**config.mk**
```make
export PLATFORM = sky130hd
export DESIGN_NAME = ra_pq_param
export DESIGN_NICKNAME = d
export VERILOG_FILES = /design/src/rtl/pq_pkg.sv /design/src/rtl/pq_slot.sv /design/src/rtl/ra_pq_param.sv
export SDC_FILE = /design/constraint.sdc
export NUM_CORES = 1
export LEC_CHECK = 0
export ABC_AREA = 1
export CORE_MARGIN = 3
export CORE_UTILIZATION = 40
export CTS_BUF_LIST = sky130_fd_sc_hd__clkbuf_2
export CTS_CLUSTER_SIZE = 12
export DETAILED_ROUTE_END_ITERATION = 8
export GPL_ROUTABILITY_DRIVEN = 1
export PLACE_DENSITY = 0.66
export SLEW_MARGIN = 20
export SYNTH_ARGS = -nofsm -noshare
export SYNTH_HDL_FRONTEND = slang
export SYNTH_HIERARCHICAL = 1
export SYNTH_SLANG_ARGS = --single-unit
```
**constraint.sdc**
```tcl
create_clock -name clk -period 2.5 [get_ports clk]
set_input_delay 0.625 -clock clk [delete_from_list [all_inputs] [get_ports clk]]
set_output_delay 0.625 -clock clk [all_outputs]
set_load 0.02 [all_outputs]
```
**src/rtl/pq_pkg.sv**
```systemverilog
// Shared priority-queue definitions: default widths, the default kv_t entry
// used by existing wrappers, per-slot next-state opcodes and the pq_better compare.
// No ports; imported by ra_pq_param and pq_slot.
package pq_pkg;

  localparam int PQ_KEY_W      = 8;
  localparam int PQ_VAL_W      = 8;
  localparam int PQ_DEPTH      = 8;
  localparam int PQ_MAX_FIRST  = 0;
  localparam int PQ_DROP_WORST = 0;

  // Fixed 8/8 entry kept for the older pq_if wrappers.
  typedef struct packed {
    logic [PQ_KEY_W-1:0] key;
    logic [PQ_VAL_W-1:0] val;
  } kv_t;

  typedef enum logic [1:0] {
    SLOT_HOLD = 2'd0,
    SLOT_SHL  = 2'd1,   // take the entry of slot i+1
    SLOT_SHR  = 2'd2,   // take the entry of slot i-1
    SLOT_LOAD = 2'd3    // take the incoming entry
  } slot_op_e;

  // Strict "a is better than b". Keys are zero-extended to 64 bits by callers,
  // so any KEY_W up to 64 is supported.
  function automatic logic pq_better(input logic [63:0] a, input logic [63:0] b,
                                     input logic max_first);
    return max_first ? (a > b) : (a < b);
  endfunction

endpackage

```
**src/rtl/pq_slot.sv**
```systemverilog
// One priority-queue entry: valid/key/value registers, next-state mux and compare flag.
// Latency: state updates on the rising edge; beaten is combinational from state and new_key.
// Backpressure: none, the slot executes whatever op the top selects each cycle.
// Ports: clk/rst_n; op; new_key/new_val (incoming entry); nxt_* (slot i+1), prv_* (slot i-1);
//        valid/key/val (state); beaten (incoming key strictly better than this entry).
module pq_slot import pq_pkg::*; #(
  parameter int KEY_W     = 8,
  parameter int VAL_W     = 8,
  parameter int MAX_FIRST = 0
) (
  input  logic             clk,
  input  logic             rst_n,
  input  logic [1:0]       op,
  input  logic [KEY_W-1:0] new_key,
  input  logic [VAL_W-1:0] new_val,
  input  logic             nxt_valid,
  input  logic [KEY_W-1:0] nxt_key,
  input  logic [VAL_W-1:0] nxt_val,
  input  logic             prv_valid,
  input  logic [KEY_W-1:0] prv_key,
  input  logic [VAL_W-1:0] prv_val,
  output logic             valid,
  output logic [KEY_W-1:0] key,
  output logic [VAL_W-1:0] val,
  output logic             beaten
);

  always_ff @(posedge clk or negedge rst_n) begin
    if (!rst_n) begin
      valid <= 1'b0;
      key   <= '0;
      val   <= '0;
    end else begin
      case (slot_op_e'(op))
        SLOT_SHL: begin
          valid <= nxt_valid;
          key   <= nxt_key;
          val   <= nxt_val;
        end
        SLOT_SHR: begin
          valid <= prv_valid;
          key   <= prv_key;
          val   <= prv_val;
        end
        SLOT_LOAD: begin
          valid <= 1'b1;
          key   <= new_key;
          val   <= new_val;
        end
        default: begin
          valid <= valid;
          key   <= key;
          val   <= val;
        end
      endcase
    end
  end

  // Equal keys do not beat an existing entry, which keeps ties in arrival order.
  assign beaten = valid && pq_better(64'(new_key), 64'(key), MAX_FIRST != 0);

endmodule

```
**src/rtl/ra_pq_param.sv**
```systemverilog
// Parametrised register-array priority queue, sorted array with the head in slot 0.
// Latency: enq/deq/replace take effect on the edge; new head visible right after it.
// Backpressure: none; enq when full is rejected (or evicts the tail) with ovf, deq when empty gives udf.
// Ports: clk, rst_n; enq + kvi_key/kvi_val; deq; kvo_key/kvo_val (head, 0 when empty);
//        full, empty, busy (always 0), count, ovf/udf (one-cycle registered pulses).
module ra_pq_param import pq_pkg::*; #(
  parameter int KEY_W      = PQ_KEY_W,
  parameter int VAL_W      = PQ_VAL_W,
  parameter int DEPTH      = PQ_DEPTH,
  parameter int MAX_FIRST  = PQ_MAX_FIRST,
  parameter int DROP_WORST = PQ_DROP_WORST
) (
  input  logic                       clk,
  input  logic                       rst_n,
  input  logic                       enq,
  input  logic [KEY_W-1:0]           kvi_key,
  input  logic [VAL_W-1:0]           kvi_val,
  input  logic                       deq,
  output logic [KEY_W-1:0]           kvo_key,
  output logic [VAL_W-1:0]           kvo_val,
  output logic                       full,
  output logic                       empty,
  output logic                       busy,
  output logic [$clog2(DEPTH+1)-1:0] count,
  output logic                       ovf,
  output logic                       udf
);

  localparam int CNT_W = $clog2(DEPTH+1);

  typedef struct packed {
    logic [KEY_W-1:0] key;
    logic [VAL_W-1:0] val;
  } ent_t;

  ent_t             new_ent;
  logic [DEPTH-1:0] slot_valid;
  logic [DEPTH-1:0] beaten;
  logic [DEPTH-1:0] hit;
  logic [KEY_W-1:0] slot_key [DEPTH];
  logic [VAL_W-1:0] slot_val [DEPTH];

  logic             do_ins;
  logic             do_shl;
  logic             do_rep;
  logic             ovf_nxt;
  logic             udf_nxt;
  logic [CNT_W-1:0] count_nxt;

  assign new_ent = '{key: kvi_key, val: kvi_val};

  // hit[i]: the incoming entry belongs at or before slot i. Because the array is
  // sorted and valid slots are contiguous, hit is a thermometer code (0..0 1..1);
  // the insertion point is its first 1, so no priority encoder is needed.
  assign hit = ~slot_valid | beaten;

  assign full  = (count == CNT_W'(DEPTH));
  assign empty = (count == '0);
  assign busy  = 1'b0;

  assign kvo_key = slot_valid[0] ? slot_key[0] : '0;
  assign kvo_val = slot_valid[0] ? slot_val[0] : '0;

  always_comb begin
    do_ins    = 1'b0;
    do_shl    = 1'b0;
    do_rep    = 1'b0;
    ovf_nxt   = 1'b0;
    udf_nxt   = 1'b0;
    count_nxt = count;
    if (enq && deq) begin
      if (empty) begin
        do_ins    = 1'b1;
        udf_nxt   = 1'b1;
        count_nxt = CNT_W'(1);
      end else begin
        do_rep = 1'b1;
      end
    end else if (enq) begin
      if (!full) begin
        do_ins    = 1'b1;
        count_nxt = count + CNT_W'(1);
      end else begin
        ovf_nxt = 1'b1;
        // When full, hit of the tail means strictly better than the tail; the
        // right shift then pushes the tail out of the array.
        if (DROP_WORST != 0 && hit[DEPTH-1]) do_ins = 1'b1;
      end
    end else if (deq) begin
      if (empty) begin
        udf_nxt = 1'b1;
      end else begin
        do_shl    = 1'b1;
        count_nxt = count - CNT_W'(1);
      end
    end
  end

  always_ff @(posedge clk or negedge rst_n) begin
    if (!rst_n) begin
      count <= '0;
      ovf   <= 1'b0;
      udf   <= 1'b0;
    end else begin
      count <= count_nxt;
      ovf   <= ovf_nxt;
      udf   <= udf_nxt;
    end
  end

  for (genvar i = 0; i < DEPTH; i++) begin : g_slot
    logic             nxt_valid;
    logic [KEY_W-1:0] nxt_key;
    logic [VAL_W-1:0] nxt_val;
    logic             prv_valid;
    logic [KEY_W-1:0] prv_key;
    logic [VAL_W-1:0] prv_val;
    logic             hit_prv;      // insertion point strictly before slot i
    logic             rep_hit;      // replace: point at or before i in the deq-shifted array
    logic             rep_hit_prv;  // replace: point strictly before i in the shifted array
    slot_op_e         op;

    if (i == DEPTH-1) begin : g_last
      assign nxt_valid = 1'b0;
      assign nxt_key   = '0;
      assign nxt_val   = '0;
      assign rep_hit   = 1'b1;
    end else begin : g_inner_r
      assign nxt_valid = slot_valid[i+1];
      assign nxt_key   = slot_key[i+1];
      assign nxt_val   = slot_val[i+1];
      assign rep_hit   = hit[i+1];
    end

    if (i == 0) begin : g_first
      assign prv_valid   = 1'b0;
      assign prv_key     = '0;
      assign prv_val     = '0;
      assign hit_prv     = 1'b0;
      assign rep_hit_prv = 1'b0;
    end else begin : g_inner_l
      assign prv_valid   = slot_valid[i-1];
      assign prv_key     = slot_key[i-1];
      assign prv_val     = slot_val[i-1];
      assign hit_prv     = hit[i-1];
      assign rep_hit_prv = hit[i];
    end

    // Replace = deq then enq: slots before the point shift left, the point loads,
    // slots after it would shift left then right again, i.e. hold.
    always_comb begin
      op = SLOT_HOLD;
      if (do_ins) begin
        if (hit_prv)     op = SLOT_SHR;
        else if (hit[i]) op = SLOT_LOAD;
      end else if (do_shl) begin
        op = SLOT_SHL;
      end else if (do_rep) begin
        if (!rep_hit)          op = SLOT_SHL;
        else if (!rep_hit_prv) op = SLOT_LOAD;
      end
    end

    pq_slot #(
      .KEY_W     (KEY_W),
      .VAL_W     (VAL_W),
      .MAX_FIRST (MAX_FIRST)
    ) u_slot (
      .clk       (clk),
      .rst_n     (rst_n),
      .op        (op),
      .new_key   (new_ent.key),
      .new_val   (new_ent.val),
      .nxt_valid (nxt_valid),
      .nxt_key   (nxt_key),
      .nxt_val   (nxt_val),
      .prv_valid (prv_valid),
      .prv_key   (prv_key),
      .prv_val   (prv_val),
      .valid     (slot_valid[i]),
      .key       (slot_key[i]),
      .val       (slot_val[i]),
      .beaten    (beaten[i])
    );
  end

endmodule

```
# Yosys cells after proc, flatten, opt, wreduce, memory -nomap -nowiden
# Cells that the tools add are included.
word_totals:
  wordCells: 187
  ff_bits: 142
  in_bits: 20
  out_inout_bits: 25
op_classes:
  mux: 100
  eq_ne: 28
  order_cmp: 8
  addsub: 2
  n_reduce_logical: 20
  bitwise: 2
op_table:
  columns: ["op", "count"]
  rows:
  - ["$pmux W8 S3", 16]
  - ["$mux W2", 53]
  - ["$lt A8 B8 Y1", 8]
  - ["$eq A2 B2 Y1 const B", 16]
  - ["$reduce_bool A3 Y1", 9]
  - ["$mux W4", 6]
  - ["$pmux W1 S3", 8]
  - ["$eq A2 B1 Y1 const B", 8]
  - ["$mux W8", 2]
  - ["$mux W1", 15]
  - ["$logic_and A1 B1 Y1", 9]
  - ["$not A8 Y8", 1]
  - ["$or A8 B8 Y8", 1]
  - ["$ne A3 B2 Y1 const B", 2]
  - ["$add A4 B1 Y4 const B", 1]
  - ["$eq A4 B4 Y1 const B", 1]
  - ["$logic_not A4 Y1", 1]
  - ["$reduce_and A4 Y1", 1]
  - ["$sub A4 B1 Y4 const B", 1]
  - ["$ne A2 B2 Y1 const B", 1]

# Logic depth before layout (Yosys ltp)
# Gate-level depths: netlist (run 1).
logic_depth:
  word_depth: 10
  ltp_mapped: 17
  depth_no_buf: 16

# By module
# The synthesis (run 1) kept the hierarchy.
by_module_without_submodules:
  columns: ["module", "instances", "cells_each", "seq_area_each_um2", "area_per_inst_um2"]
  rows:
  - ["pq_slot", 8, 146, 425.4, 1069.8]
  - ["ra_pq_param", 1, 176, 150.1, 991.0]

# Worst setup path after synthesis (run 1)
# Ideal clock, no wire load.
synth_path:
  kind: "input-to-reg"
  startpoint: "in kvi_key[5]"
  endpoint: "reg g_slot[7].u_slot.val[0]"
  required_time_ps: 2370
  path_stages: 14
  n_path_buf: 1
  setup_slack_ps: 52
  arrival_time_ps: 2318
  setup_ps: 130
  path_cell_list: "ha_1 > nand2_1 > inv_1 > o21bai_1 > nand3_1 > a21oi_1 > nor2_1 > inv_1 > nor3_1 > o21ai_0 > inv_2 > buf_2 > o21ai_0 > a31oi_1"
synth_via:
  word_cells_on_any_way: 16
  cone_classes: "2 x order compare; 3 x eq/ne; 7 x mux; 1 x bitwise; 3 x reduce/logical"
synth_rtl:
  columns: ["element", "line_no", "source"]
  rows:
  - ["start: declaration", "ra_pq_param.sv:16", "input logic [KEY_W-1:0] kvi_key,"]
  - ["$lt A8 B8 Y1 *", "pq_pkg.sv:29", "return max_first ? (a > b) : (a < b);"]
  - ["$logic_and A1 B1 Y1 *", "pq_slot.sv:60", "assign beaten = valid && pq_better(64'(new_key), 64'(key), MAX_FIRST != 0);"]
  - ["via beaten[6]", "ra_pq_param.sv:38", "logic [DEPTH-1:0] beaten;"]
  - ["$or A8 B8 Y8 *", "ra_pq_param.sv:55", "assign hit = ~slot_valid | beaten;"]
  - ["$mux W2 *", "ra_pq_param.sv:154", "if (hit_prv) op = SLOT_SHR;"]
  - ["$mux W2 *", "ra_pq_param.sv:153", "if (do_ins) begin"]
  - ["via g_slot[7].op[1]", "ra_pq_param.sv:121", "slot_op_e op;"]
  - ["$eq A2 B2 Y1 / $eq A2 B1 Y1 (equally long branches)", "pq_slot.sv:34", "case (slot_op_e'(op))"]
  - ["$pmux W8 S3 / $reduce_bool A3 Y1 (equally long branches)", null, null]
  - ["end signal: assignment", "pq_slot.sv:38", "val <= nxt_val;"]
  - ["end signal: assignment", "pq_slot.sv:43", "val <= prv_val;"]
  - ["end signal: assignment", "pq_slot.sv:48", "val <= new_val;"]
  - ["end: declaration", "pq_slot.sv:24", "output logic [VAL_W-1:0] val,"]
# Mark *: on every way through the listed nets, which the timed path passes. The rest lies on a longest branch.
# A chain may end at the register's enable or synchronous reset.

# Worst setup path in the final report (run 1)
layout_path:
  startpoint: "reg count[2]"
  endpoint: "out empty"
layout_via:
  elab_chain_len: 1
layout_rtl:
  columns: ["element", "line_no", "source"]
  rows:
  - ["start: declaration", "ra_pq_param.sv:24", "output logic [$clog2(DEPTH+1)-1:0] count,"]
  - ["start signal: assignment", "ra_pq_param.sv:105", "count <= count_nxt;"]
  - ["$logic_not A4 Y1", "ra_pq_param.sv:58", "assign empty = (count == '0);"]
  - ["end: declaration", "ra_pq_param.sv:22", "output logic empty,"]
# No other way between the ends.

==> report_table.html, run 1 <==
<table>
<tr><th>Metric</th><th>Value</th></tr>
<tr><th colspan="2">Global routing</th></tr>
<tr><td>Pin count of the biggest net entering global routing</td><td>48</td></tr>
<tr><td>Congestion Overflow GR</td><td>0</td></tr>
<tr><td>Via count of the first global-routing pass</td><td>slightly above 9000</td></tr>
<tr><td>Number of antenna violations at the first check in global routing</td><td>1</td></tr>
<tr><td>Global-route usage over all layers</td><td>between 20 and 25%</td></tr>
<tr><td>First-pass GRT wire length</td><td>43.5 mm</td></tr>
<tr><th colspan="2">Timing</th></tr>
<tr><td>Final Critical Period</td><td>roughly 2400 ps</td></tr>
<tr><td>Actual slew at the worst max-slew pin</td><td>approximately 520 ps</td></tr>
<tr><td>Fmax achieved</td><td>a little over 400 MHz</td></tr>
<tr><td>RSZ-0062 raised after global routing</td><td>yes</td></tr>
<tr><td>Final hold vios</td><td>0</td></tr>
<tr><td>Setup-violating endpoint count in the final report</td><td>0</td></tr>
<tr><td>Max Transition Viols Final</td><td>0</td></tr>
<tr><td>Headroom to the max-slew limit</td><td>approximately two thirds</td></tr>
<tr><td>Clock Skews</td><td>approximately 33 ps</td></tr>
<tr><td>Final clock period utilization by the worst path</td><td>between 90% and 100%</td></tr>
<tr><th colspan="2">Pwr</th></tr>
<tr><td>Sequential share of power</td><td>between 20% and 30%</td></tr>
<tr><td>Total power of the final layout</td><td>roughly 17 mW</td></tr>
<tr><td>Largest vdd supply drop</td><td>about 550 µV</td></tr>
<tr><td>Switching share of power</td><td>between 40% and 50%</td></tr>
<tr><td>Switching power</td><td>approximately 8 mW</td></tr>
<tr><td>Clock power share</td><td>~8.6%</td></tr>
<tr><td>Total leakage power</td><td>about 6.2 nW</td></tr>
<tr><td>Internal cell power</td><td>approximately 8.8 mW</td></tr>
<tr><td>Combinational share of power</td><td>between 60% and 70%</td></tr>
<tr><td>Pwr Density</td><td>between 1000 and 1500 nW/µm²</td></tr>
<tr><th colspan="2">Logic synthesis</th></tr>
<tr><td>Cell with the most instances after synthesis</td><td>nand2_1</td></tr>
<tr><td>Commonest cells in the synthesized netlist</td><td>nand2_1, nor2_1, dfrtp_1, inv_1, a31oi_1</td></tr>
<tr><td>Average size of a mapped cell</td><td>slightly above 7 µm²</td></tr>
<tr><td>Top cell type's share of synthesized area</td><td>a little under two fifths</td></tr>
<tr><td>EDFF count, synth</td><td>0</td></tr>
<tr><td>Count of yosys warnings during synthesis</td><td>6</td></tr>
<tr><td>Number of distinct standard cells referenced by the synthesized netlist</td><td>33</td></tr>
<tr><td>Post-synthesis async set-or-reset flop share</td><td>100%</td></tr>
<tr><td>Most used DFF post-synth</td><td>dfrtp_1</td></tr>
<tr><td>Number of cells produced by synthesis</td><td>between 1000 and 1500</td></tr>
<tr><td>Cell type with the largest total area after synthesis</td><td>dfrtp_1</td></tr>
<tr><td>Summed instance area of the synthesized netlist</td><td>9550 µm²</td></tr>
<tr><td>Sequential share of the synthesized area</td><td>between 30% and 40%</td></tr>
<tr><td>Top area cells in the synthesized netlist</td><td>dfrtp_1, nand2_1, a31oi_1</td></tr>
<tr><td>Flip-flop and latch count after synthesis</td><td>about 140</td></tr>
<tr><th colspan="2">Layout</th></tr>
<tr><td>Utilization of the core after routing</td><td>between 50% and 60%</td></tr>
<tr><td>Final-layout fill cell count</td><td>roughly 2200</td></tr>
<tr><td>Relative area change from synthesis to final layout</td><td>29.2%</td></tr>
<tr><td>Multi-input logic area</td><td>roughly 5500 µm²</td></tr>
<tr><td>Sequential cell area</td><td>3560 µm²</td></tr>
<tr><td>Number of nets in the finished design</td><td>around 1600</td></tr>
<tr><td>Fraction of final layout cells sized beyond drive strength 1</td><td>between 15 and 20%</td></tr>
<tr><th colspan="2">Clocking</th></tr>
<tr><td>Max H-tree Level</td><td>4</td></tr>
<tr><td>Clk Latency, worst-skew pair</td><td>approximately 740 ps</td></tr>
<tr><td>Number of clock sinks</td><td>around 140</td></tr>
<tr><td>Clock transition at path regs</td><td>roughly 220 ps</td></tr>
<tr><td>Max Root-Sink Buffers</td><td>2</td></tr>
<tr><td>Number of buffers created by CTS</td><td>17</td></tr>
<tr><td>Clock tree from TritonCTS</td><td>built</td></tr>
<tr><td>Root Buffer</td><td>clkbuf_2</td></tr>
<tr><th colspan="2">Routing</th></tr>
<tr><td>Mean routed wirelength per cell</td><td>approximately 15 µm</td></tr>
<tr><td>Total via count after detailed routing</td><td>9413</td></tr>
<tr><td>Final wirelength</td><td>27.4 mm</td></tr>
<tr><td>Iteration-0 DRC Markers</td><td>759</td></tr>
<tr><td>Final ANT Viol Nets</td><td>0</td></tr>
<tr><td>Detailed-routing iteration count for the pre-antenna-repair pass</td><td>7</td></tr>
<tr><td>Post-route DRC violation count</td><td>1</td></tr>
<tr><td>Routed vias/inst</td><td>a little over 5</td></tr>
<tr><th colspan="2">Placement</th></tr>
<tr><td>Detailed placer's ending HPWL</td><td>19.2 mm</td></tr>
<tr><td>Routability cong.</td><td>0.828</td></tr>
<tr><td>Number of buffer cells added on primary ports</td><td>43</td></tr>
<tr><th colspan="2">Setup path</th></tr>
<tr><td>CP startpoint kind</td><td>flip-flop</td></tr>
<tr><td>Critical register-to-register path startpoint</td><td>g_slot[4].u_slot/key[5]</td></tr>
<tr><td>Capture point of the worst reg-to-reg path</td><td>g_slot[3].u_slot/val[0]</td></tr>
<tr><td>Number of cells on the worst reg-to-reg path</td><td>16</td></tr>
<tr><td>Required time of the critical path</td><td>1880 ps</td></tr>
<tr><td>Crit path arrival time</td><td>1790 ps</td></tr>
<tr><td>Critical Path Fanout Max</td><td>8</td></tr>
<tr><td>Crit path capture type</td><td>primary output</td></tr>
<tr><td>Kind of critical path</td><td>reg2out</td></tr>
<tr><td>Reg2Reg Setup Slack</td><td>approximately 100 ps</td></tr>
<tr><th colspan="2">Worst hold path</th></tr>
<tr><td>Hold Crit Endpoint</td><td>g_slot[6].u_slot/key[5]</td></tr>
<tr><td>Worst hold path cell count</td><td>4</td></tr>
<tr><td>Kind of path behind the tightest hold check</td><td>in2reg</td></tr>
<tr><td>Worst Min Path Start</td><td>kvi_key[5]</td></tr>
<tr><th colspan="2">Die</th></tr>
<tr><td>Core area</td><td>around 23000 µm²</td></tr>
<tr><td>Die Height</td><td>161 µm</td></tr>
<tr><td>Horiz. Die Dim</td><td>161 µm</td></tr>
<tr><td>Number of placement rows</td><td>55</td></tr>
<tr><td>Top-level port count</td><td>45</td></tr>
<tr><td>Die Outline Area</td><td>between 20000 and 30000 µm²</td></tr>
<tr><td>Initial core utilization</td><td>41.4%</td></tr>
<tr><th colspan="2">Flow run</th></tr>
<tr><td>Max_cap viols</td><td>0</td></tr>
<tr><th colspan="2">Status</th></tr>
<tr><td>Violations in the final reports</td><td>DRC</td></tr>
<tr><td>Status</td><td>complete, but fails checks</td></tr>
</table>
per-layer routing:
layer | track usage, % | vias up | share of wire (%)
met1 | 26.9 | 4358 | 46
met4 | 5.56 | 0 | 1.7
li1 | - | 4808 | -
met5 | 0 | - | 0
met2 | 33.7 | 212 | 48
met3 | 3.17 | 35 | 4.3
worst max-delay path, stage by stage (launching register included):
cell	delay, ps
dfrtp_1	430
nor2_1	260
nand2_4	160
inv_1	80
buf_4	130
per-stage QoR:
step | cells | setup TNS, ps | cell area [µm²] | hold WS (ps) | setup WS (ps)
final | 1869 | 0 | 12300 | 347 | 82.3
after global routing | 1869 | -1930 | 12300 | 314 | -72.2
after CTS | 1831 | 0 | 11600 | 289 | 8.14
after detailed placement | 1795 | -113020 | 11200 | 539 | -973
after global placement | 1795 | -107890 | 11200 | 531 | -946
after floorplan | 1378 | 0 | 9680 | 329 | 51.7
state kept, by name, indices dropped and copies added (netlist names):
register / flops
g_slot.u_slot/key: 64
g_slot.u_slot/val: 64
g_slot.u_slot/valid: 8
count: 4
ovf: 1
udf: 1
worst max path at each step:
stage	startpoint	endpoint	slack, ps	depth (start not counted)
2_1_floorplan	kvi_key[5]	g_slot[7].u_slot/val[0]	50	14
3_3_place_gp	kvi_key[7]	g_slot[3].u_slot/val[2]	-950	17
3_5_place_dp	kvi_key[7]	g_slot[3].u_slot/key[2]	-970	17
4_1_cts	g_slot[7].u_slot/key[5]	g_slot[6].u_slot/key[2]	8	15
5_1_grt	g_slot[5].u_slot/key[5]	g_slot[6].u_slot/valid	-70	16
6_report	count[2]	empty	80	4
power by group through the flow:
stage | sequential (mW) | combinational [mW] | clock (mW)
4_1_cts | 4.53 | 9.68 | 1.50
2_1_floorplan | 4.38 | 6.52 | 0
3_5_place_dp | 4.58 | 9.50 | 0
6_report | 4.52 | 11.1 | 1.47
5_1_grt | 4.68 | 12.5 | 1.59
3_3_place_gp | 4.55 | 9.25 | 0
placed cells by master, fill, tap and decap left out, drive strengths merged, types with 9 or more instances in the layout:
cell and instances:
inv 159, dlygate4sd2 9, clkdlybuf4s15 10, nand3 31
nor2 174, ha 58, buf 148, dfrtp 142
clkdlybuf4s50 15, clkbuf 27, clkinv 14, conb 35
a31oi 128, a21oi 16, nand2 396, o21ai 152
cell type report:
cell class                 instances  area share, %
antenna                            1         0.0203
clock buffer                      18          0.730
clock inverter                    14           1.34
inverter                         161           5.49
multi-input combinational       1021           44.4
sequential                       142           28.8
tap                              313           3.17
timing repair buffer             196           15.9
timing repair inverter             3          0.152
logic make-up (layout without fill, tap and decap cells):
| kind of cell | Yosys count | count (layout) | synth area share, % |
|---|---|---|---|
| simple gates | 611 | 611 | 25.9 |
| compound gates | 313 | 313 | 18.6 |
| buf+inv | 215 | 392 | 10.1 |
| flops | 142 | 142 | 37.2 |
| fa+ha+maj | 59 | 59 | 7.81 |
| xor+xnor | 3 | 3 | 0.275 |
| other cells | 1 | 36 | 0.0393 |
timing repair:
action / CTS / global route
pin swaps: 3 / 30
hold endpoints to repair: 43 / 0
endpoints found under the setup margin: 112 / 149
gates resized for setup: 60 / 138
setup buffers: 2 / 27
hold buffers: 1 / 0
cloned: 1 / 11
Note: power is estimated with default switching activity, not from simulation.
==> inputs of run 2 (changes only) <==
- CELL_PAD_IN_SITES_DETAIL_PLACEMENT: not set -> 1
- CELL_PAD_IN_SITES_GLOBAL_PLACEMENT: not set -> 2
- CORE_UTILIZATION: 40 -> 36
- CTS_CLUSTER_DIAMETER: not set -> 40
- PLACE_DENSITY: 0.66 -> 0.91
- RECOVER_POWER: not set -> 50
==> report_table.html, run 2 (same netlist as run 1, synthesis figures left out) <==
<table>
<tr><th>Metric</th><th>Value</th></tr>
<tr><th colspan="2">Status</th></tr>
<tr><td>Status</td><td>complete, but fails checks (unchanged)</td></tr>
<tr><td>Violations in the final reports</td><td>setup timing (was DRC)</td></tr>
<tr><th colspan="2">Timing</th></tr>
<tr><td>Clock Skews</td><td>63.3 ps (was 33.3 ps)</td></tr>
<tr><td>Final hold vios</td><td>0 (unchanged)</td></tr>
<tr><td>Final Critical Period</td><td>2700 ps (was 2420 ps)</td></tr>
<tr><td>Max Transition Viols Final</td><td>0 (unchanged)</td></tr>
<tr><td>Smallest setup slack after layout</td><td>-195 ps (was 82.3 ps)</td></tr>
<tr><td>Setup-violating endpoint count in the final report</td><td>60 (was 0)</td></tr>
<tr><td>Headroom to the max-slew limit</td><td>7.27% (was 65.2%)</td></tr>
<tr><td>Actual slew at the worst max-slew pin</td><td>1390 ps (was 522 ps)</td></tr>
<tr><td>RSZ-0062 raised after global routing</td><td>yes (unchanged)</td></tr>
<tr><td>Fmax achieved</td><td>371 MHz (was 414 MHz)</td></tr>
<tr><td>Final clock period utilization by the worst path</td><td>108% (was 96.7%)</td></tr>
<tr><th colspan="2">Die</th></tr>
<tr><td>Number of placement rows</td><td>58 (was 55)</td></tr>
<tr><td>Core area</td><td>25600 µm² (was 23100 µm²)</td></tr>
<tr><td>Horiz. Die Dim</td><td>169 µm (was 161 µm)</td></tr>
<tr><td>Die Outline Area</td><td>28500 µm² (was 25800 µm²)</td></tr>
<tr><td>Die Height</td><td>169 µm (was 161 µm)</td></tr>
<tr><td>Top-level port count</td><td>45 (unchanged)</td></tr>
<tr><td>Initial core utilization</td><td>37.3% (was 41.4%)</td></tr>
<tr><th colspan="2">Pwr</th></tr>
<tr><td>Total leakage power</td><td>6.45 nW (was 6.22 nW)</td></tr>
<tr><td>Total power of the final layout</td><td>19.3 mW (was 17.0 mW)</td></tr>
<tr><td>Pwr Density</td><td>1490 nW/µm² (was 1380 nW/µm²)</td></tr>
<tr><td>Largest vdd supply drop</td><td>583 µV (was 550 µV)</td></tr>
<tr><th colspan="2">Placement</th></tr>
<tr><td>Placed insts</td><td>1811 (was 1795)</td></tr>
<tr><td>Routability cong.</td><td>0.855 (was 0.828)</td></tr>
<tr><td>Detailed placer's ending HPWL</td><td>23.5 mm (was 19.2 mm)</td></tr>
<tr><td>Number of buffer cells added on primary ports</td><td>43 (unchanged)</td></tr>
<tr><th colspan="2">Clocking</th></tr>
<tr><td>Clock tree from TritonCTS</td><td>built (unchanged)</td></tr>
<tr><td>Number of clock sinks</td><td>142 (unchanged)</td></tr>
<tr><td>Number of buffers created by CTS</td><td>17 (unchanged)</td></tr>
<tr><td>Clock transition at path regs</td><td>290 ps (was 220 ps)</td></tr>
<tr><td>Max Root-Sink Buffers</td><td>2 (unchanged)</td></tr>
<tr><td>Max H-tree Level</td><td>4 (unchanged)</td></tr>
<tr><td>Clk Latency, worst-skew pair</td><td>790 ps (was 740 ps)</td></tr>
<tr><td>Root Buffer</td><td>clkbuf_2 (unchanged)</td></tr>
<tr><th colspan="2">Setup path</th></tr>
<tr><td>Capture point of the worst reg-to-reg path</td><td>g_slot[3].u_slot/key[4] (was g_slot[3].u_slot/val[0])</td></tr>
<tr><td>Critical path destination</td><td>g_slot[3].u_slot/key[4] (was empty)</td></tr>
<tr><td>CP startpoint kind</td><td>flip-flop (unchanged)</td></tr>
<tr><td>Kind of critical path</td><td>reg2reg (was reg2out)</td></tr>
<tr><td>Required time of the critical path</td><td>3180 ps (was 1880 ps)</td></tr>
<tr><td>Reg2Reg Setup Slack</td><td>-200 ps (was 100 ps)</td></tr>
<tr><td>Crit path launch</td><td>g_slot[3].u_slot/key[6] (was count[2])</td></tr>
<tr><td>Crit path capture type</td><td>flip-flop (was primary output)</td></tr>
<tr><td>Number of cells on the worst reg-to-reg path</td><td>15 (was 16)</td></tr>
<tr><td>Crit path arrival time</td><td>3380 ps (was 1790 ps)</td></tr>
<tr><td>Critical register-to-register path startpoint</td><td>g_slot[3].u_slot/key[6] (was g_slot[4].u_slot/key[5])</td></tr>
<tr><td>Critical Path Fanout Max</td><td>9 (was 8)</td></tr>
<tr><th colspan="2">Layout</th></tr>
<tr><td>Number of standard cells in the layout, taps in and fillers out</td><td>1919 (was 1869)</td></tr>
<tr><td>Sequential cell area</td><td>3560 µm² (about the same)</td></tr>
<tr><td>Largest registers in the final layout</td><td>g_slot.u_slot/key: 64 flops, g_slot.u_slot/val: 64 flops, g_slot.u_slot/valid: 8 flops (unchanged)</td></tr>
<tr><td>Final-layout fill cell count</td><td>3192 (was 2169)</td></tr>
<tr><td>Multi-input logic area</td><td>5870 µm² (was 5480 µm²)</td></tr>
<tr><td>Number of nets in the finished design</td><td>1654 (was 1621)</td></tr>
<tr><td>Relative area change from synthesis to final layout</td><td>36.0% (was 29.2%)</td></tr>
<tr><td>Commonest non-fill, non-tap cell in the layout</td><td>nand2_1 (unchanged)</td></tr>
<tr><td>Fraction of final layout cells sized beyond drive strength 1</td><td>25.4% (was 19.4%)</td></tr>
<tr><td>Utilization of the core after routing</td><td>50.7% (was 53.5%)</td></tr>
<tr><td>Commonest cells after routing, fill and taps aside</td><td>nand2_1, nor2_1, dfrtp_1 (unchanged)</td></tr>
<tr><th colspan="2">Routing</th></tr>
<tr><td>Final wirelength</td><td>37.5 mm (was 27.4 mm)</td></tr>
<tr><td>Detailed-routing iteration count for the pre-antenna-repair pass</td><td>5 (was 7)</td></tr>
<tr><td>Post-route DRC violation count</td><td>0 (was 1)</td></tr>
<tr><td>Iteration-0 DRC Markers</td><td>629 (was 759)</td></tr>
<tr><td>Mean routed wirelength per cell</td><td>19.5 µm (was 14.7 µm)</td></tr>
<tr><td>Final ANT Viol Nets</td><td>0 (unchanged)</td></tr>
<tr><td>Routed vias/inst</td><td>5.41 (was 5.04)</td></tr>
<tr><td>Total via count after detailed routing</td><td>10378 (was 9413)</td></tr>
<tr><th colspan="2">Global routing</th></tr>
<tr><td>Congestion Overflow GR</td><td>0 (unchanged)</td></tr>
<tr><td>Pin count of the biggest net entering global routing</td><td>49 (was 48)</td></tr>
<tr><td>First-pass GRT wire length</td><td>51.4 mm (was 43.5 mm)</td></tr>
<tr><td>Number of antenna violations at the first check in global routing</td><td>1 (unchanged)</td></tr>
<tr><td>Global-route usage over all layers</td><td>21.9% (was 20.1%)</td></tr>
<tr><td>Via count of the first global-routing pass</td><td>9958 (was 9075)</td></tr>
<tr><th colspan="2">Worst hold path</th></tr>
<tr><td>Worst Min Path Start</td><td>kvi_key[1] (was kvi_key[5])</td></tr>
<tr><td>Kind of path behind the tightest hold check</td><td>in2reg (unchanged)</td></tr>
<tr><th colspan="2">Flow run</th></tr>
<tr><td>Max_cap viols</td><td>0 (unchanged)</td></tr>
</table>
[run 2: cell count changes in the layout (fill, tap and decap cells not counted), moves of 8 or more]
cell | before | now
nand3_1 | 25 | 17
buf_6 | 5 | 17
o21ai_1 | 60 | 70
buf_2 | 1 | 17
o21ai_2 | 19 | 34
clkdlybuf4s15_1 | 10 | 2
o21ai_0 | 73 | 45
nand2_1 | 377 | 366
[run 2: power breakdown]
group	leakage (nW)	switching (mW)	internal [mW]	total [mW]
Combinational	4.72	7.79	5.37	13.2
Sequential	1.60	1.16	3.54	4.70
Clock	0.134	1.06	0.401	1.46
Total	6.45	10.0	9.31	19.3
[run 2: worst min-delay path by stage]
stage | depth (start not counted) | end
floorplan | 0 | count[0]
global placement | 2 | g_slot[7].u_slot/val[7]
detailed placement | 2 | g_slot[7].u_slot/val[7]
CTS | 2 | count[0]
global route | 4 | g_slot[6].u_slot/key[1]
finish | 4 | g_slot[7].u_slot/key[1]
[run 2: worst max-delay path, cell delays in order, from the launching register on]
cell and delay [ps]:
dfrtp_1 460, inv_1 100, ha_1 310, nand2_1 100
o21bai_1 140, nand3_1 110, a21oi_2 140, nor2_2 70
buf_6 130, nor2_4 110, nand4_1 160, nand3_4 250
inv_6 70, nand2_4 140, nor2_1 80, a31oi_1 250
[run 2: what timing repair did]
item                                    in CTS  in global routing
buffers inserted                            10                 47
cloned                                       2                 15
resized for setup                           83                299
hold endpoints to repair                    43                  0
pin swaps                                    1                 61
hold buffers                                 1                  0
endpoints found under the setup margin      93                154
[run 2: area by class of cell]
| class | count | share of cell area, % |
|---|---|---|
| inverter | 161 | 5.75 |
| sequential | 142 | 27.4 |
| timing repair buffer | 220 | 16.1 |
| antenna | 1 | 0.0193 |
| clock inverter | 14 | 1.13 |
| multi-input combinational | 1024 | 45.2 |
| tap | 330 | 3.18 |
| clock buffer | 18 | 0.694 |
| timing repair inverter | 9 | 0.482 |
[run 2: stage by stage]
step / worst slack, ps / TNS (ps) / cell area (µm²) / hold WS, ps
floorplan: 51.7 / 0 / 9680 / 329
global placement: -851 / -103870 / 11200 / 531
detailed placement: -966 / -111910 / 11200 / 543
CTS: -22.1 / -22.1 / 11600 / 261
global route: -315 / -14290 / 13000 / 180
finish: -195 / -3870 / 13000 / 276
[run 2: metal layers]
layer  wire [µm]  part of all wire (%)  GRT usage [%]
met4        1080                   2.9           4.73
met2       19200                    51           37.9
met3        1430                   3.8           2.64
met1       15800                    42           29.6
met5           0                     0              0
==> inputs of run 3 (changes only) <==
- CORE_MARGIN: 3 -> 2
- HOLD_SLACK_MARGIN: not set -> 0.15
- MAX_ROUTING_LAYER: not set -> met4
==> report_table.html, run 3 (same netlist as run 1, synthesis figures left out) <==
<table>
<tr><th>Metric</th><th>Value</th></tr>
<tr><th colspan="2">Status</th></tr>
<tr><td>Status</td><td>complete, but fails checks (unchanged)</td></tr>
<tr><td>Violations in the final reports</td><td>setup timing (unchanged)</td></tr>
<tr><th colspan="2">Setup path</th></tr>
<tr><td>Family with the most delay on the worst path</td><td>compound AO/OA/AOI/OAI gates (was simple AND/OR/NAND/NOR gates)</td></tr>
<tr><td>Crit path arrival time</td><td>3280 ps (was 3380 ps)</td></tr>
<tr><td>Number of cells on the worst reg-to-reg path</td><td>15 (unchanged)</td></tr>
<tr><td>Critical Path Fanout Max</td><td>29 (was 9)</td></tr>
<tr><td>Count of cell instances traversed by the critical path</td><td>15 (unchanged)</td></tr>
<tr><td>Slowest-stage cell, CP</td><td>dfrtp_1 (unchanged)</td></tr>
<tr><td>Crit path launch</td><td>g_slot[5].u_slot/key[6] (was g_slot[3].u_slot/key[6])</td></tr>
<tr><td>Crit path capture type</td><td>flip-flop (unchanged)</td></tr>
<tr><td>Slowest cell delay on critical path</td><td>420 ps (was 460 ps)</td></tr>
<tr><td>CP startpoint kind</td><td>flip-flop (unchanged)</td></tr>
<tr><td>Critical-path cell list</td><td>inv_1, ha_1, nand2_1, o21bai_1, nand3_1, a21oi_2, nor2_1, inv_1, nor2_1, nand3_1, o21ai_2, inv_4, buf_12, o21ai_0, a31oi_1 (was inv_1, ha_1, nand2_1, o21bai_1, nand3_1, a21oi_2, nor2_2, buf_6, nor2_4, nand4_1, nand3_4, inv_6, nand2_4, nor2_1, a31oi_1)</td></tr>
<tr><td>Critical register-to-register path startpoint</td><td>g_slot[5].u_slot/key[6] (was g_slot[3].u_slot/key[6])</td></tr>
<tr><td>Bufs and invs on worst path</td><td>4 (was 3)</td></tr>
<tr><td>Kind of critical path</td><td>reg2reg (unchanged)</td></tr>
<tr><td>Required time of the critical path</td><td>3090 ps (was 3180 ps)</td></tr>
<tr><th colspan="2">Die</th></tr>
<tr><td>Initial core utilization</td><td>36.6% (was 37.3%)</td></tr>
<tr><td>Die Height</td><td>167 µm (was 169 µm)</td></tr>
<tr><td>Horiz. Die Dim</td><td>167 µm (was 169 µm)</td></tr>
<tr><td>Die Outline Area</td><td>27800 µm² (was 28500 µm²)</td></tr>
<tr><td>Number of placement rows</td><td>59 (was 58)</td></tr>
<tr><td>Top-level port count</td><td>45 (unchanged)</td></tr>
<tr><td>Core area</td><td>26100 µm² (was 25600 µm²)</td></tr>
<tr><th colspan="2">Layout</th></tr>
<tr><td>Fraction of final layout cells sized beyond drive strength 1</td><td>22.7% (was 25.4%)</td></tr>
<tr><td>Number of nets in the finished design</td><td>1648 (was 1654)</td></tr>
<tr><td>Relative area change from synthesis to final layout</td><td>34.4% (was 36.0%)</td></tr>
<tr><td>Final-layout fill cell count</td><td>3265 (was 3192)</td></tr>
<tr><td>Utilization of the core after routing</td><td>49.3% (was 50.7%)</td></tr>
<tr><td>Largest registers in the final layout</td><td>g_slot.u_slot/key: 64 flops, g_slot.u_slot/val: 64 flops, g_slot.u_slot/valid: 8 flops (unchanged)</td></tr>
<tr><td>Commonest non-fill, non-tap cell in the layout</td><td>nand2_1 (unchanged)</td></tr>
<tr><td>Commonest cells after routing, fill and taps aside</td><td>nand2_1, nor2_1, dfrtp_1 (unchanged)</td></tr>
<tr><th colspan="2">Placement</th></tr>
<tr><td>Routability cong.</td><td>0.826 (was 0.855)</td></tr>
<tr><td>Number of buffer cells added on primary ports</td><td>43 (unchanged)</td></tr>
<tr><td>Worst setup timing slack at the placement stage</td><td>-1020 ps (was -966 ps)</td></tr>
<tr><td>Detailed placer's ending HPWL</td><td>23.6 mm (was 23.5 mm)</td></tr>
<tr><th colspan="2">Clocking</th></tr>
<tr><td>Max H-tree Level</td><td>4 (unchanged)</td></tr>
<tr><td>Root Buffer</td><td>clkbuf_2 (unchanged)</td></tr>
<tr><td>Clk Latency, worst-skew pair</td><td>730 ps (was 790 ps)</td></tr>
<tr><td>Number of buffers created by CTS</td><td>17 (unchanged)</td></tr>
<tr><td>Max Root-Sink Buffers</td><td>2 (unchanged)</td></tr>
<tr><td>Number of clock sinks</td><td>142 (unchanged)</td></tr>
<tr><td>Clock transition at path regs</td><td>230 ps (was 290 ps)</td></tr>
<tr><td>Clock tree from TritonCTS</td><td>built (unchanged)</td></tr>
<tr><th colspan="2">Routing</th></tr>
<tr><td>Final wirelength</td><td>35.7 mm (was 37.5 mm)</td></tr>
<tr><td>Final ANT Viol Nets</td><td>0 (unchanged)</td></tr>
<tr><td>Total via count after detailed routing</td><td>10085 (was 10378)</td></tr>
<tr><td>Iteration-0 DRC Markers</td><td>610 (was 629)</td></tr>
<tr><td>Post-route DRC violation count</td><td>0 (unchanged)</td></tr>
<tr><td>Mean routed wirelength per cell</td><td>18.7 µm (was 19.5 µm)</td></tr>
<tr><td>Detailed-routing iteration count for the pre-antenna-repair pass</td><td>5 (unchanged)</td></tr>
<tr><td>Routed vias/inst</td><td>5.27 (was 5.41)</td></tr>
<tr><th colspan="2">Timing</th></tr>
<tr><td>Setup-violating endpoint count in the final report</td><td>26 (was 60)</td></tr>
<tr><td>Final Critical Period</td><td>2690 ps (was 2700 ps)</td></tr>
<tr><td>Fmax achieved</td><td>371 MHz (about the same)</td></tr>
<tr><td>Headroom to the max-slew limit</td><td>6.73% (was 7.27%)</td></tr>
<tr><td>Max Transition Viols Final</td><td>0 (unchanged)</td></tr>
<tr><td>Final clock period utilization by the worst path</td><td>108% (about the same)</td></tr>
<tr><td>Smallest setup slack after layout</td><td>-193 ps (was -195 ps)</td></tr>
<tr><td>RSZ-0062 raised after global routing</td><td>yes (unchanged)</td></tr>
<tr><td>Final hold vios</td><td>0 (unchanged)</td></tr>
<tr><td>Clock Skews</td><td>28.6 ps (was 63.3 ps)</td></tr>
<tr><td>Actual slew at the worst max-slew pin</td><td>1400 ps (was 1390 ps)</td></tr>
<tr><th colspan="2">Worst hold path</th></tr>
<tr><td>Worst Min Path Start</td><td>kvi_key[6] (was kvi_key[1])</td></tr>
<tr><td>Worst hold path cell count</td><td>4 (unchanged)</td></tr>
<tr><td>Kind of path behind the tightest hold check</td><td>in2reg (unchanged)</td></tr>
<tr><th colspan="2">Global routing</th></tr>
<tr><td>Pin count of the biggest net entering global routing</td><td>51 (was 49)</td></tr>
<tr><td>First-pass GRT wire length</td><td>51.2 mm (was 51.4 mm)</td></tr>
<tr><td>Congestion Overflow GR</td><td>0 (unchanged)</td></tr>
<tr><td>Via count of the first global-routing pass</td><td>9997 (was 9958)</td></tr>
<tr><td>Global-route usage over all layers</td><td>23.0% (was 21.9%)</td></tr>
<tr><td>Number of antenna violations at the first check in global routing</td><td>1 (unchanged)</td></tr>
<tr><th colspan="2">Flow run</th></tr>
<tr><td>Max_cap viols</td><td>0 (unchanged)</td></tr>
<tr><th colspan="2">Pwr</th></tr>
<tr><td>Total leakage power</td><td>6.42 nW (was 6.45 nW)</td></tr>
<tr><td>Largest vdd supply drop</td><td>785 µV (was 583 µV)</td></tr>
<tr><td>Total power of the final layout</td><td>18.7 mW (was 19.3 mW)</td></tr>
<tr><td>Pwr Density</td><td>1450 nW/µm² (was 1490 nW/µm²)</td></tr>
</table>
[run 3: cell count changes in the layout (fill, tap and decap cells not counted), moves of 8 or more]
| cell | before | now |
|---|---|---|
| buf_2 | 17 | 1 |
| clkdlybuf4s15_1 | 2 | 10 |
| o21ai_0 | 45 | 67 |
| o21ai_1 | 70 | 58 |
| o21ai_2 | 34 | 24 |
[run 3: what timing repair did]
item                                   4_1_cts  5_1_grt
pin swaps                                    5       58
buffers inserted                             1       32
gates resized for setup                     63      200
hold buffers                                 1        0
endpoints found under the hold margin       44        0
setup endpoints to repair                  116      151
gates cloned                                 2       16
[run 3: per-stage QoR]
| step | cells | area, µm² | TNS, ps | hold slack (ps) |
|---|---|---|---|---|
| after global routing | 1915 | 12800 | -9590 | 304 |
| after floorplan | 1378 | 9680 | 0 | 329 |
| after global placement | 1834 | 11400 | -113550 | 530 |
| after CTS | 1867 | 11700 | -10.1 | 305 |
| after detailed placement | 1834 | 11400 | -119020 | 543 |
| final | 1915 | 12800 | -933 | 334 |
[run 3: final cells by class]
| class | count | area, µm² | share of cell area, % |
|---|---|---|---|
| antenna | 1 | 2.50 | 0.0195 |
| clock buffer | 18 | 90.1 | 0.702 |
| clock inverter | 11 | 145 | 1.13 |
| inverter | 161 | 699 | 5.45 |
| multi-input combinational | 1023 | 5700 | 44.4 |
| sequential | 142 | 3560 | 27.7 |
| tap | 335 | 419 | 3.27 |
| timing repair buffer | 215 | 2150 | 16.8 |
| timing repair inverter | 9 | 67.6 | 0.526 |
[run 3: final timing paths]
check                                           to  slack [ps]
min in group asynchronous   g_slot[7].u_slot/valid         690
hold reg to reg            g_slot[6].u_slot/val[7]         570
hold / removal             g_slot[6].u_slot/key[6]         330
max in group asynchronous  g_slot[2].u_slot/key[5]         180
setup reg to reg           g_slot[5].u_slot/key[2]        -190
setup / recovery           g_slot[5].u_slot/key[2]        -190
[run 3: where the power goes]
| part | internal [mW] | total (mW) | switching, mW |
|---|---|---|---|
| Sequential | 3.54 | 4.59 | 1.05 |
| Clock | 0.543 | 1.48 | 0.938 |
| Combinational | 5.18 | 12.6 | 7.42 |
| Total | 9.26 | 18.7 | 9.41 |
[run 3: worst register-to-register path, stage by stage (launching register included)]
cell      delay [ps]
dfrtp_1          420
inv_1             60
ha_1             270
nand2_1           70
o21bai_1         180
nand3_1          100
a21oi_2           40
nor2_1           170
inv_1            110
nor2_1           150
nand3_1          110
o21ai_2          110
inv_4            130
buf_12           190
o21ai_0          280
a31oi_1          160
[run 3: layer usage]
metal | global-route usage (%) | vias up | part of all wire (%)
li1 | - | 4853 | -
met1 | 29.8 | 4970 | 44
met2 | 38.5 | 203 | 51
met3 | 2.35 | 59 | 3.1
met4 | 6.37 | 0 | 2.6
met5 | - | - | 0
